`src/rtl/uart_boot_loader_if.sv`:
```
// Data-memory write port driven by the UART boot loader.
// The master drives address, data and strobe; the memory side observes them.
interface uart_boot_loader_if;
  logic [23:0] waddr;
  logic [23:0] wdata;
  logic        wen;

  modport master (output waddr, output wdata, output wen);
  modport slave  (input  waddr, input  wdata, input  wen);
endinterface

```
`src/rtl/uart_boot_loader.sv`:
```
// UART 8N1 boot loader: receives a length header followed by 24-bit words and
// writes them to consecutive memory addresses, holding the processor in reset until done.
module uart_boot_loader #(
  parameter int unsigned CLKS_PER_BIT = 868,
  parameter int unsigned WORDS        = 2048
) (
  input  logic                 sysclk,
  input  logic                 rst,
  input  logic                 rxd,
  uart_boot_loader_if.master   wr,
  output logic                 proc_rst,
  output logic                 done,
  output logic                 err
);

  localparam int unsigned CW        = $clog2(CLKS_PER_BIT);
  localparam logic [CW-1:0] HALF_LAST = CW'(CLKS_PER_BIT / 2 - 1);
  localparam logic [CW-1:0] BIT_LAST  = CW'(CLKS_PER_BIT - 1);
  localparam logic [23:0]   MAX_LEN   = 24'(WORDS);

  typedef enum logic [1:0] {R_IDLE, R_START, R_DATA, R_STOP} rx_state_e;
  typedef enum logic [1:0] {L_HDR, L_LOAD, L_DONE, L_ERR} ld_state_e;

  logic [1:0]    sync_q;
  logic          line_prev_q;
  rx_state_e     rx_st_q;
  logic [CW-1:0] cnt_q;
  logic [2:0]    bit_q;
  logic [7:0]    sh_q;
  logic [1:0]    bcnt_q;
  logic [15:0]   part_q;
  ld_state_e     ld_st_q;
  logic [23:0]   len_q;
  logic [23:0]   waddr_q;
  logic [23:0]   wdata_q;
  logic          wen_q;
  logic          proc_rst_q;
  logic          done_q;
  logic          err_q;

  logic          rx_line;
  logic          stop_tick_c;
  logic          byte_ok_c;
  logic          frame_err_c;
  logic [23:0]   word_c;

  assign rx_line     = sync_q[1];
  assign stop_tick_c = (rx_st_q == R_STOP) && (cnt_q == BIT_LAST);
  assign byte_ok_c   = stop_tick_c && rx_line;
  assign frame_err_c = stop_tick_c && !rx_line;
  assign word_c      = {sh_q, part_q};

  // Synchronizer resets low so a line held low across reset release never looks like an edge.
  always_ff @(posedge sysclk or posedge rst) begin
    if (rst) begin
      sync_q      <= 2'b00;
      line_prev_q <= 1'b0;
      rx_st_q     <= R_IDLE;
      cnt_q       <= '0;
      bit_q       <= 3'd0;
      sh_q        <= 8'd0;
      bcnt_q      <= 2'd0;
      part_q      <= 16'd0;
      ld_st_q     <= L_HDR;
      len_q       <= 24'd0;
      waddr_q     <= 24'd0;
      wdata_q     <= 24'd0;
      wen_q       <= 1'b0;
      proc_rst_q  <= 1'b1;
      done_q      <= 1'b0;
      err_q       <= 1'b0;
    end else begin
      sync_q      <= {sync_q[0], rxd};
      line_prev_q <= rx_line;
      wen_q       <= 1'b0;

      case (rx_st_q)
        R_IDLE: begin
          if (line_prev_q && !rx_line) begin
            rx_st_q <= R_START;
            cnt_q   <= '0;
          end
        end
        R_START: begin
          if (cnt_q == HALF_LAST) begin
            cnt_q   <= '0;
            bit_q   <= 3'd0;
            rx_st_q <= rx_line ? R_IDLE : R_DATA;
          end else begin
            cnt_q <= cnt_q + CW'(1);
          end
        end
        R_DATA: begin
          if (cnt_q == BIT_LAST) begin
            cnt_q <= '0;
            sh_q  <= {rx_line, sh_q[7:1]};
            bit_q <= bit_q + 3'd1;
            if (bit_q == 3'd7) rx_st_q <= R_STOP;
          end else begin
            cnt_q <= cnt_q + CW'(1);
          end
        end
        default: begin
          if (cnt_q == BIT_LAST) rx_st_q <= R_IDLE;
          else                   cnt_q   <= cnt_q + CW'(1);
        end
      endcase

      // Byte assembly and header/word handling while the load is still open.
      if (ld_st_q == L_HDR || ld_st_q == L_LOAD) begin
        if (frame_err_c) begin
          ld_st_q <= L_ERR;
          err_q   <= 1'b1;
        end else if (byte_ok_c) begin
          case (bcnt_q)
            2'd0: begin
              part_q[7:0] <= sh_q;
              bcnt_q      <= 2'd1;
            end
            2'd1: begin
              part_q[15:8] <= sh_q;
              bcnt_q       <= 2'd2;
            end
            default: begin
              bcnt_q <= 2'd0;
              if (ld_st_q == L_HDR) begin
                if (word_c == 24'd0 || word_c > MAX_LEN) begin
                  ld_st_q <= L_ERR;
                  err_q   <= 1'b1;
                end else begin
                  len_q   <= word_c;
                  waddr_q <= 24'd0;
                  ld_st_q <= L_LOAD;
                end
              end else begin
                wdata_q <= word_c;
                wen_q   <= 1'b1;
              end
            end
          endcase
        end
      end

      // Address advances after each write; the last write closes the load.
      if (wen_q) begin
        if (waddr_q == len_q - 24'd1) begin
          ld_st_q    <= L_DONE;
          done_q     <= 1'b1;
          proc_rst_q <= 1'b0;
        end else begin
          waddr_q <= waddr_q + 24'd1;
        end
      end
    end
  end

  assign wr.waddr = waddr_q;
  assign wr.wdata = wdata_q;
  assign wr.wen   = wen_q;
  assign proc_rst = proc_rst_q;
  assign done     = done_q;
  assign err      = err_q;

endmodule

```
`src/flat_wrapper.sv`:
```
// flat-port wrapper written by rule: the top's interface ports become plain ports
module uart_boot_loader_flat 
#(
  parameter int unsigned CLKS_PER_BIT = 868,
  parameter int unsigned WORDS        = 2048
)
  (sysclk, rst, rxd, proc_rst, done, err, wr_waddr, wr_wdata, wr_wen);
  uart_boot_loader_if wr_i ();
  input  logic sysclk;
  input  logic rst;
  input  logic rxd;
  output logic proc_rst;
  output logic done;
  output logic err;
  output wire logic [$bits(wr_i.waddr)-1:0] wr_waddr;
  output wire logic [$bits(wr_i.wdata)-1:0] wr_wdata;
  output wire logic [$bits(wr_i.wen)-1:0] wr_wen;
  assign wr_waddr = wr_i.waddr;
  assign wr_wdata = wr_i.wdata;
  assign wr_wen = wr_i.wen;
  uart_boot_loader #(.CLKS_PER_BIT(CLKS_PER_BIT), .WORDS(WORDS)) u_core (.sysclk(sysclk), .rst(rst), .rxd(rxd), .wr(wr_i), .proc_rst(proc_rst), .done(done), .err(err));
endmodule
```
`config.mk`:
```
export PLATFORM = sky130hd
export DESIGN_NAME = uart_boot_loader_flat
export DESIGN_NICKNAME = d
export VERILOG_FILES = /design/src/rtl/uart_boot_loader_if.sv /design/src/rtl/uart_boot_loader.sv /design/src/flat_wrapper.sv
export SDC_FILE = /design/constraint.sdc
export NUM_CORES = 1
export LEC_CHECK = 0
export ABC_AREA = 1
export CAP_MARGIN = 5
export CORE_UTILIZATION = 39
export CTS_CLUSTER_DIAMETER = 200
export CTS_CLUSTER_SIZE = 24
export DETAILED_ROUTE_END_ITERATION = 8
export MAX_ROUTING_LAYER = met4
export PLACE_DENSITY = 0.58
export SETUP_SLACK_MARGIN = 0.02
export SLEW_MARGIN = 30
export SYNTH_ARGS = -nofsm -noshare
export SYNTH_HDL_FRONTEND = slang
export SYNTH_SLANG_ARGS = --single-unit
```
`constraint.sdc`:
```
create_clock -name sysclk -period 3.8 [get_ports sysclk]
set_clock_uncertainty 0.05 [all_clocks]
set_input_delay 0.76 -clock sysclk [delete_from_list [all_inputs] [get_ports sysclk]]
set_output_delay 0.76 -clock sysclk [all_outputs]
set_load 0.01 [all_outputs]
```
==> results of run 1 <==
sequential cells by signal, summed over array words and instances, names as in the netlist, 2 cells and up:
register and count:
u_core.bcnt_q 2, u_core.bit_q 3, u_core.cnt_q 10, u_core.ld_st_q 2, u_core.len_q 24, u_core.part_q 16, u_core.rx_st_q 2, u_core.sh_q 8
u_core.sync_q 2, u_core.wr.waddr 24, u_core.wr.wdata 24
path summary, 6_finish.rpt:
check / slack [ps] / end
max: 1190 / u_core.wr.waddr[0]
min: 300 / u_core.sync_q[1]
max reg2reg: 1190 / u_core.wr.waddr[0]
min reg2reg: 300 / u_core.sync_q[1]
max in group asynchronous: 2210 / u_core.wr.waddr[4]
min in group asynchronous: 710 / u_core.done
cells in the final DEF (no fill, tap or decap), types with 2 or more instances in the layout:
master / count
clkbuf_16: 17
ha_1: 11
bufinv_16: 2
nor4_1: 4
inv_1: 133
nand3b_1: 2
nor3_1: 17
nand2_2: 13
a21oi_1: 10
xor2_1: 31
nand2_4: 3
dfrtp_1: 121
nor2_2: 7
nand4_1: 27
inv_6: 5
buf_4: 5
xnor2_1: 17
nor2_1: 88
o21ai_1: 9
clkinv_4: 3
nor2_4: 4
clkinvlp_4: 3
o21ai_0: 83
nand3_1: 52
nand2_1: 216
clkdlybuf4s50_1: 54
per-stage QoR:
stage | std cells | util | instance area [µm²] | power (mW) | hold WS [ps]
after floorplan | 885 | - | 6779 | 1.589 | 281.2
after global placement | 1140 | 0.4476 | 7502 | 1.657 | 281.2
after detailed placement | 1140 | 0.4476 | 7502 | 1.660 | 291.8
after CTS | 1172 | 0.4835 | 8103 | 3.314 | 305.2
after global routing | 1172 | 0.4835 | 8103 | 3.428 | 312.5
final | 1172 | 0.4835 | 8103 | 3.275 | 304.1
power groups by stage:
stage	registers (mW)	logic (mW)	clock network [mW]
detailed placement	1.38	0.285	0
global placement	1.37	0.284	0
CTS	1.35	0.289	1.67
finish	1.35	0.284	1.64
floorplan	1.37	0.220	0
global route	1.36	0.331	1.74
metal layers:
layer / up-vias / track usage
met5: - / -
met4: 0 / 0.05429
met3: 10 / 0.03968
met2: 80 / 0.3129
met1: 2588 / 0.2622
li1: 2897 / -
final cells by class:
cell class | count | area [µm²]
clock buffers | 18 | 439.2
clock inverters | 14 | 161.4
flip-flops and latches | 122 | 3054
repair buffers | 60 | 598.1
fillers | 1684 | 8657
inverters | 135 | 510.5
multi-input cells | 603 | 3064
well taps | 220 | 275.3
kinds of logic (layout without fill, tap and decap cells):
| logic type | Yosys count | after routing |
|---|---|---|
| adder cells (fa/ha/maj) | 11 | 11 |
| buffers and inverters | 160 | 227 |
| AO/OA/AOI/OAI | 108 | 108 |
| AND/OR/NAND/NOR | 436 | 436 |
| flip-flops | 122 | 122 |
| XOR/XNOR | 48 | 48 |
synth_stat cells (7+ instances only):
library cell / n / area, µm²
nand4_1: 27 / 168.9
dfrtp_1: 121 / 3028
xnor2_1: 17 / 148.9
buf_2: 8 / 40.04
nor2_1: 88 / 330.3
nand2_1: 216 / 810.8
nand3_1: 52 / 260.3
o21ai_1: 9 / 45.04
nor2_2: 7 / 43.79
inv_1: 134 / 503.0
ha_1: 11 / 137.6
xor2_1: 31 / 271.5
nor3_1: 17 / 85.08
clkbuf_1: 11 / 41.29
nand2_2: 13 / 81.33
a21oi_1: 10 / 50.05
o21ai_0: 83 / 415.4
critical path, stage by stage (launching register included):
cell     delay, ps
dfrtp_1        400
inv_1          150
nand2_1         70
nor4_1         420
nand2_1        130
nor2_1         180
nand2_2        280
nor2_4         150
buf_4          410
nor2_1          90
nand2_1         80
o21ai_1         60
==> results_dict.tcl, run 1 <==
set metrics [dict create \
    ys_seq_area_frac 0.4508 \
    die-area_um2 17900 \
    yosysWarnings 0 \
    overflow 0 \
    dieHeight_um 133.8 \
    place_ws_ps 1145 \
    wl_met3_um 411 \
    ant_nets 0 \
    hp-start "u_core.sync_q[0]" \
    met1_length_um 7809 \
    drt_wl_total_um 16050 \
    drc 0 \
    run_status "completed" \
    io_buffers 54 \
    seqPwrFrac 0.413 \
    worstMarginPinSlew_ps 616.9 \
    netlist_instances 885 \
    drt_iter0_drc 316 \
    routedWlPerCell_um 13.70 \
    start_kind "flop" \
    whs_path_depth 0 \
    clkTransAtPathRegs_ps 60 \
    worstSkewPairLatency_ps 420 \
    power.leakage_nw 3.970 \
    fin_crit_sh 0.6862 \
    ys_ff_latch 122 \
    rsz0062_at_grt "false" \
    cts_resized 0 \
    timing.setup.tns_ps 0 \
    num_io_pins 55 \
    worstPathMaxFanout 43 \
    timing.final.ws_setup_ps 1192 \
    slew_headroom 0.5879 \
    synth_compound_area_frac 0.08181 \
    finalSetupViolCount 0 \
    synth_top_family_by_area "simple AND/OR/NAND/NOR gates" \
    top_layer_used "met4" \
    rr_startpoint "u_core.cnt_q[4]" \
    synth-adder-area-share 0.02031 \
    synth-simple-area-share 0.2881 \
    fin_nets 953 \
    switching_share 0.2635 \
    routed-via-count 5575 \
    p_clk_frac 0.501 \
    design.core.area_um2 16760 \
    drtPass1Iterations 5 \
    rows 47 \
    cp-startpoint "u_core.cnt_q[4]" \
    cp-end-kind "flop" \
    hpwl_um 11310 \
    period_needed_ps 2608 \
    avgSynthCellArea_um2 7.656 \
    final_hold_viol_count 0 \
    wl_met2_um 7687 \
    slew_viol_final 0 \
    syn-cell-area_um2 6775 \
    drive_gt1_frac 0.07458 \
    htree_levels 4 \
    synth-edff-count 0 \
    grt_max_degree 74 \
    gp_congestion 0.8366 \
    cts_tree "yes" \
    clk_path_buf_depth 2 \
    areaGrowthSynthToFinish_pct 19.59 \
    antennaDiodeCount 0 \
    critical_path_class "reg -> reg" \
    combPwrFrac 0.087 \
    grt_pass1_vias 5248 \
    reg2reg_depth 11 \
    synthesis.nets 899 \
    power.density_nw_per_um2 404.2 \
    arrival_ps 2850 \
    cap_violations 0 \
    synth-xor-area-share 0.06205 \
    grt_pass1_wl_um 27050 \
    numCtsBuffers 17 \
    track_usage 0.1993 \
    viasPerCell 4.757 \
    synth_top_flop_cell "dfrtp_1" \
    initial_core_util 0.4043 \
    p_int_mw 2.412 \
    cts_sinks 122 \
    p_sw_mw 0.8629 \
    hold_buffers 0 \
    worstHoldPathType "reg -> reg" \
    synthArstFlopShare 1.000 \
    post-cts-setup-buffers 0 \
    cp.required_ps 4050 \
    synth_cell_types 35 \
    cts_root_buf "clkbuf_16" \
    synthMuxAreaShare 0 \
    die_w_um 133.8 \
    antenna_found_initial 0 \
    max_freq_mhz 383.5 \
    peakVddDrop_mv 0.3106 \
]
(Power assumes the default switching activity.)
==> run 2, diff against run 1 <==
==> constraint.sdc (replaced) <==
create_clock -name sysclk -period 2.18 [get_ports sysclk]
set_clock_uncertainty 0.05 [all_clocks]
set_input_delay 0.436 -clock sysclk [delete_from_list [all_inputs] [get_ports sysclk]]
set_output_delay 0.436 -clock sysclk [all_outputs]
set_load 0.01 [all_outputs]
==> results_dict.tcl, run 2 (same netlist as run 1, synthesis figures left out) <==
set metrics [dict create \
    run_status "finished with violations" \
    failed_checks "setup timing" \
    worstSkewPairLatency_ps 430 \
    final_hold_viol_count 0 \
    power.density_nw_per_um2 655.3 \
    dieHeight_um 133.8 \
    clk_path_buf_depth 2 \
    power.leakage_nw 4.355 \
    worstPathCellList "inv_2 -> ha_4 -> nand2_4 -> nor2_4 -> buf_4 -> nand3b_1 -> nand2_1 -> inv_1 -> nor2_1 -> nand3_1 -> nor2_4 -> nand2_8 -> clkbuf_16 -> nand3_1 -> nand2_1" \
    gp_congestion 0.8831 \
    critical_path_class "reg -> reg" \
    slew_viol_final 0 \
    worstMarginPinSlew_ps 411.4 \
    peakVddDrop_mv 0.6840 \
    worstPathMaxFanout 7 \
    wl_met2_um 8419 \
    rows 47 \
    grt_pass1_wl_um 28390 \
    period_needed_ps 2231 \
    viasPerCell 4.835 \
    top_layer_used "met4" \
    dp.cells 1197 \
    timing.setup.tns_ps -483.1 \
    cts_tree "yes" \
    max_freq_mhz 448.2 \
    rsz0062_at_grt "true" \
    timing.final.ws_setup_ps -50.98 \
    slowest_delay_ps 420 \
    mostFrequentLayoutCell "nand2_1" \
    overflow 0 \
    htree_levels 4 \
    design.core.area_um2 16760 \
    cap_violations 0 \
    hold_buffers 0 \
    num_io_pins 55 \
    drt_iter0_drc 376 \
    routed-via-count 5995 \
    grt_pass1_vias 5690 \
    die_w_um 133.8 \
    initial_core_util 0.4043 \
    clkTransAtPathRegs_ps 70 \
    cp.required_ps 2450 \
    cts_root_buf "clkbuf_16" \
    areaGrowthSynthToFinish_pct 30.77 \
    drc 0 \
    fin_nets 1021 \
    drtPass1Iterations 5 \
    critical-path-top-delay-family "simple AND/OR/NAND/NOR gates" \
    hpwl_um 12350 \
    antennaDiodeCount 0 \
    crit_buf_inv 4 \
    met1_length_um 8133 \
    slew_headroom 0.7236 \
    grt_max_degree 62 \
    arrival_ps 2500 \
    fin_crit_sh 1.023 \
    worstHoldPathType "reg -> reg" \
    antenna_found_initial 0 \
    routedWlPerCell_um 14.18 \
    final_cell_count_no_fill 1240 \
    io_buffers 54 \
    ant_nets 0 \
    drt_wl_total_um 17590 \
    cts_sinks 122 \
    start_kind "flop" \
    final_cell_mix "213 x nand2_1, 128 x inv_1, 121 x dfrtp_1" \
    die-area_um2 17900 \
    numCtsBuffers 17 \
    finalSetupViolCount 20 \
    wl_met3_um 649 \
    cp-end-kind "flop" \
    crit_slowest_cell "dfrtp_1" \
    drive_gt1_frac 0.1578 \
    track_usage 0.2101 \
]
## run 2: where the power goes
group | switching, mW | internal (mW)
sequential | 0.0483 | 2.31
clock | 1.24 | 1.64
combinational | 0.370 | 0.195
## run 2: final cells by class
type	count	area, µm²
tap	220	275.3
clock buffer	17	425.4
sequential	122	3054
timing repair buffer	126	1205
clock inverter	15	166.4
inverter	135	510.5
multi-input combinational	605	3223
fill	1619	7900
## run 2: final timing paths
kind | startpoint | slack, ps | depth (start not counted) | end
min in group asynchronous | rst | 420 | 3 | u_core.cnt_q[5]
max reg2reg | u_core.len_q[1] | -50 | 15 | u_core.wr.waddr[22]
min reg2reg | u_core.sync_q[0] | 300 | 0 | u_core.sync_q[1]
min | u_core.sync_q[0] | 300 | 0 | u_core.sync_q[1]
max | u_core.len_q[1] | -50 | 15 | u_core.wr.waddr[22]
max in group asynchronous | rst | 1340 | 3 | u_core.wr.waddr[18]
## run 2: through the flow
stage	setup WS (ps)	power [mW]	instance area, µm²	hold slack (ps)	util
2_1_floorplan	32.48	2.770	6782	281.2	-
3_3_place_gp	-8.353	2.925	7983	284.9	0.4763
3_5_place_dp	-34.28	2.938	7983	291.1	0.4763
4_1_cts	26.32	5.830	8592	305.1	0.5127
5_1_grt	-181.0	6.069	8860	309.0	0.5286
6_report	-50.98	5.806	8860	300.1	0.5286
## run 2: timing repair
action                                  4_1_cts  5_1_grt
gates cloned                                  1        3
endpoints found under the setup margin       22      103
buffers inserted                              0        7
resized for setup                             2       41
pin swaps                                     1        9
## run 2: metal layers
metal  global-route usage  up-vias
met5                    -        -
met4              0.07449        0
met3              0.04233       35
met2               0.3305      122
met1               0.2685     2805
li1                     -     3033
## run 2: worst reg2reg max path, cell delays in order, from the launching register on
cell and delay, ps:
dfrtp_1 420, inv_2 100, ha_4 160, nand2_4 80
nor2_4 190, buf_4 140, nand3b_1 70, nand2_1 60
inv_1 30, nor2_1 90, nand3_1 120, nor2_4 190
nand2_8 120, clkbuf_16 190, nand3_1 70, nand2_1 60
==> run 3, diff against run 2 <==
--- a/config.mk
+++ b/config.mk
@@ -6,13 +6,15 @@
 export NUM_CORES = 1
 export LEC_CHECK = 0
 export ABC_AREA = 1
-export CAP_MARGIN = 5
-export CORE_UTILIZATION = 39
+export CELL_PAD_IN_SITES_DETAIL_PLACEMENT = 2
+export CELL_PAD_IN_SITES_GLOBAL_PLACEMENT = 2
+export CORE_UTILIZATION = 34
 export CTS_CLUSTER_DIAMETER = 200
 export CTS_CLUSTER_SIZE = 24
 export DETAILED_ROUTE_END_ITERATION = 8
+export DONT_BUFFER_PORTS = 1
 export MAX_ROUTING_LAYER = met4
-export PLACE_DENSITY = 0.58
+export PLACE_DENSITY = 0.75
 export SETUP_SLACK_MARGIN = 0.02
 export SLEW_MARGIN = 30
 export SYNTH_ARGS = -nofsm -noshare
==> results_dict.tcl, run 3 (same netlist as run 1, synthesis figures left out) <==
set metrics [dict create \
    run_status "finished with violations" \
    failed_checks "setup timing" \
    place_area_um2 7764 \
    start_kind "flop" \
    peakVddDrop_mv 0.6378 \
    rsz0062_at_grt "true" \
    gp_congestion 0.8218 \
    routed-via-count 7066 \
    timing.final.ws_setup_ps -573.6 \
    antenna_found_initial 0 \
    clkTransAtPathRegs_ps 70 \
    drtPass1Iterations 5 \
    final_hold_viol_count 0 \
    numCtsBuffers 17 \
    drc 0 \
    fin_crit_sh 1.263 \
    clk_path_buf_depth 2 \
    die_w_um 143.2 \
    overflow 0 \
    areaGrowthSynthToFinish_pct 42.25 \
    worstSkewPairLatency_ps 460 \
    design.core.area_um2 19530 \
    track_usage 0.2712 \
    slew_headroom 0.4296 \
    cp-end-kind "flop" \
    final_cell_mix "146 x nand2_1, 121 x inv_1, 118 x dfrtp_1" \
    drive_gt1_frac 0.3379 \
    finalSetupViolCount 110 \
    hpwl_um 17230 \
    mostFrequentLayoutCell "nand2_1" \
    grt_max_degree 48 \
    cts_sinks 122 \
    grt_pass1_vias 7278 \
    worstHoldPathType "reg -> reg" \
    period_needed_ps 2754 \
    num_io_pins 55 \
    place_ws_ps -260.5 \
    die-area_um2 20500 \
    viasPerCell 5.469 \
    power.density_nw_per_um2 646.5 \
    slew_viol_final 0 \
    antennaDiodeCount 0 \
    cap_violations 0 \
    critical_path_class "reg -> reg" \
    fin_area_um2 9638 \
    io_buffers 0 \
    power.leakage_nw 4.881 \
    dieHeight_um 143.2 \
    grt_pass1_wl_um 40100 \
    worstMarginPinSlew_ps 855.6 \
    drt_iter0_drc 422 \
    routedWlPerCell_um 27.20 \
    ant_nets 0 \
    max_freq_mhz 363.2 \
    cts_tree "yes" \
    worstPathMaxFanout 8 \
    rows 51 \
    hold_slack_ps 307.1 \
    initial_core_util 0.3470 \
    drt_wl_total_um 35140 \
    r2r_setup_slack_ps -570 \
    fin_nets 1028 \
    htree_levels 4 \
    cts_root_buf "clkbuf_16" \
    cp.required_ps 2480 \
    arrival_ps 3050 \
]
[run 3: where the power goes]
| group | switching, mW | internal, mW | total, mW | leakage [nW] |
|---|---|---|---|---|
| Sequential | 0.0558 | 2.31 | 2.37 | 1.68 |
| Clock | 1.47 | 1.55 | 3.02 | 0.289 |
| Combinational | 0.574 | 0.272 | 0.846 | 2.91 |
| Total | 2.10 | 4.13 | 6.23 | 4.88 |
[run 3: final cells by class]
class / count / area [µm²]
fill: 2154 / 9888
multi-input combinational: 605 / 3767
sequential: 122 / 3058
timing repair buffer: 133 / 1356
inverter: 135 / 526.8
clock buffer: 17 / 425.4
tap: 265 / 331.6
clock inverter: 15 / 172.7
[run 3: final timing paths]
kind	startpoint	cells past startpoint	endpoint
hold reg to reg	u_core.sync_q[0]	0	u_core.sync_q[1]
setup / recovery	u_core.len_q[7]	14	u_core.wr.waddr[6]
setup reg to reg	u_core.len_q[7]	14	u_core.wr.waddr[6]
hold / removal	u_core.sync_q[0]	0	u_core.sync_q[1]
min in group asynchronous	rst	2	u_core.sh_q[2]
max in group asynchronous	rst	3	u_core.len_q[5]
[run 3: layer usage]
metal	share of wire	wire length [µm]	global-route usage	vias to the layer above
met5	0	0	-	-
li1	-	-	-	3060
met1	0.38	13260	0.2981	3681
met3	0.035	1218	0.04863	116
met2	0.54	18900	0.4878	209
met4	0.050	1758	0.09734	0
[run 3: worst max-delay path, stage by stage (launching register included)]
cell	delay [ps]
dfrtp_1	440
nor2_2	220
nand2_1	210
nor2_4	200
buf_4	140
nand3b_1	100
nand2_1	130
inv_1	60
nor2_1	200
nand3_1	170
nor2_4	220
nand2_8	140
nand2_8	150
nand2_2	70
o21ai_1	140
[run 3: through the flow]
step / utilization / TNS (ps) / total power [mW] / std cells
after floorplan: - / 0 / 2.770 / 885
after global placement: 0.3976 / -2699 / 2.982 / 1220
after detailed placement: 0.3976 / -5503 / 3.013 / 1220
after CTS: 0.4354 / -3993 / 5.942 / 1258
after global routing: 0.4936 / -33890 / 6.388 / 1292
final: 0.4936 / -25650 / 6.231 / 1292
[run 3: repair_timing]
item / CTS / global route
setup buffers: 3 / 18
setup endpoints to repair: 81 / 90
pin swaps: 4 / 29
endpoints found under the hold margin: 19 / 0
gates cloned: 1 / 16
hold buffers: 2 / 0
gates resized for setup: 17 / 256
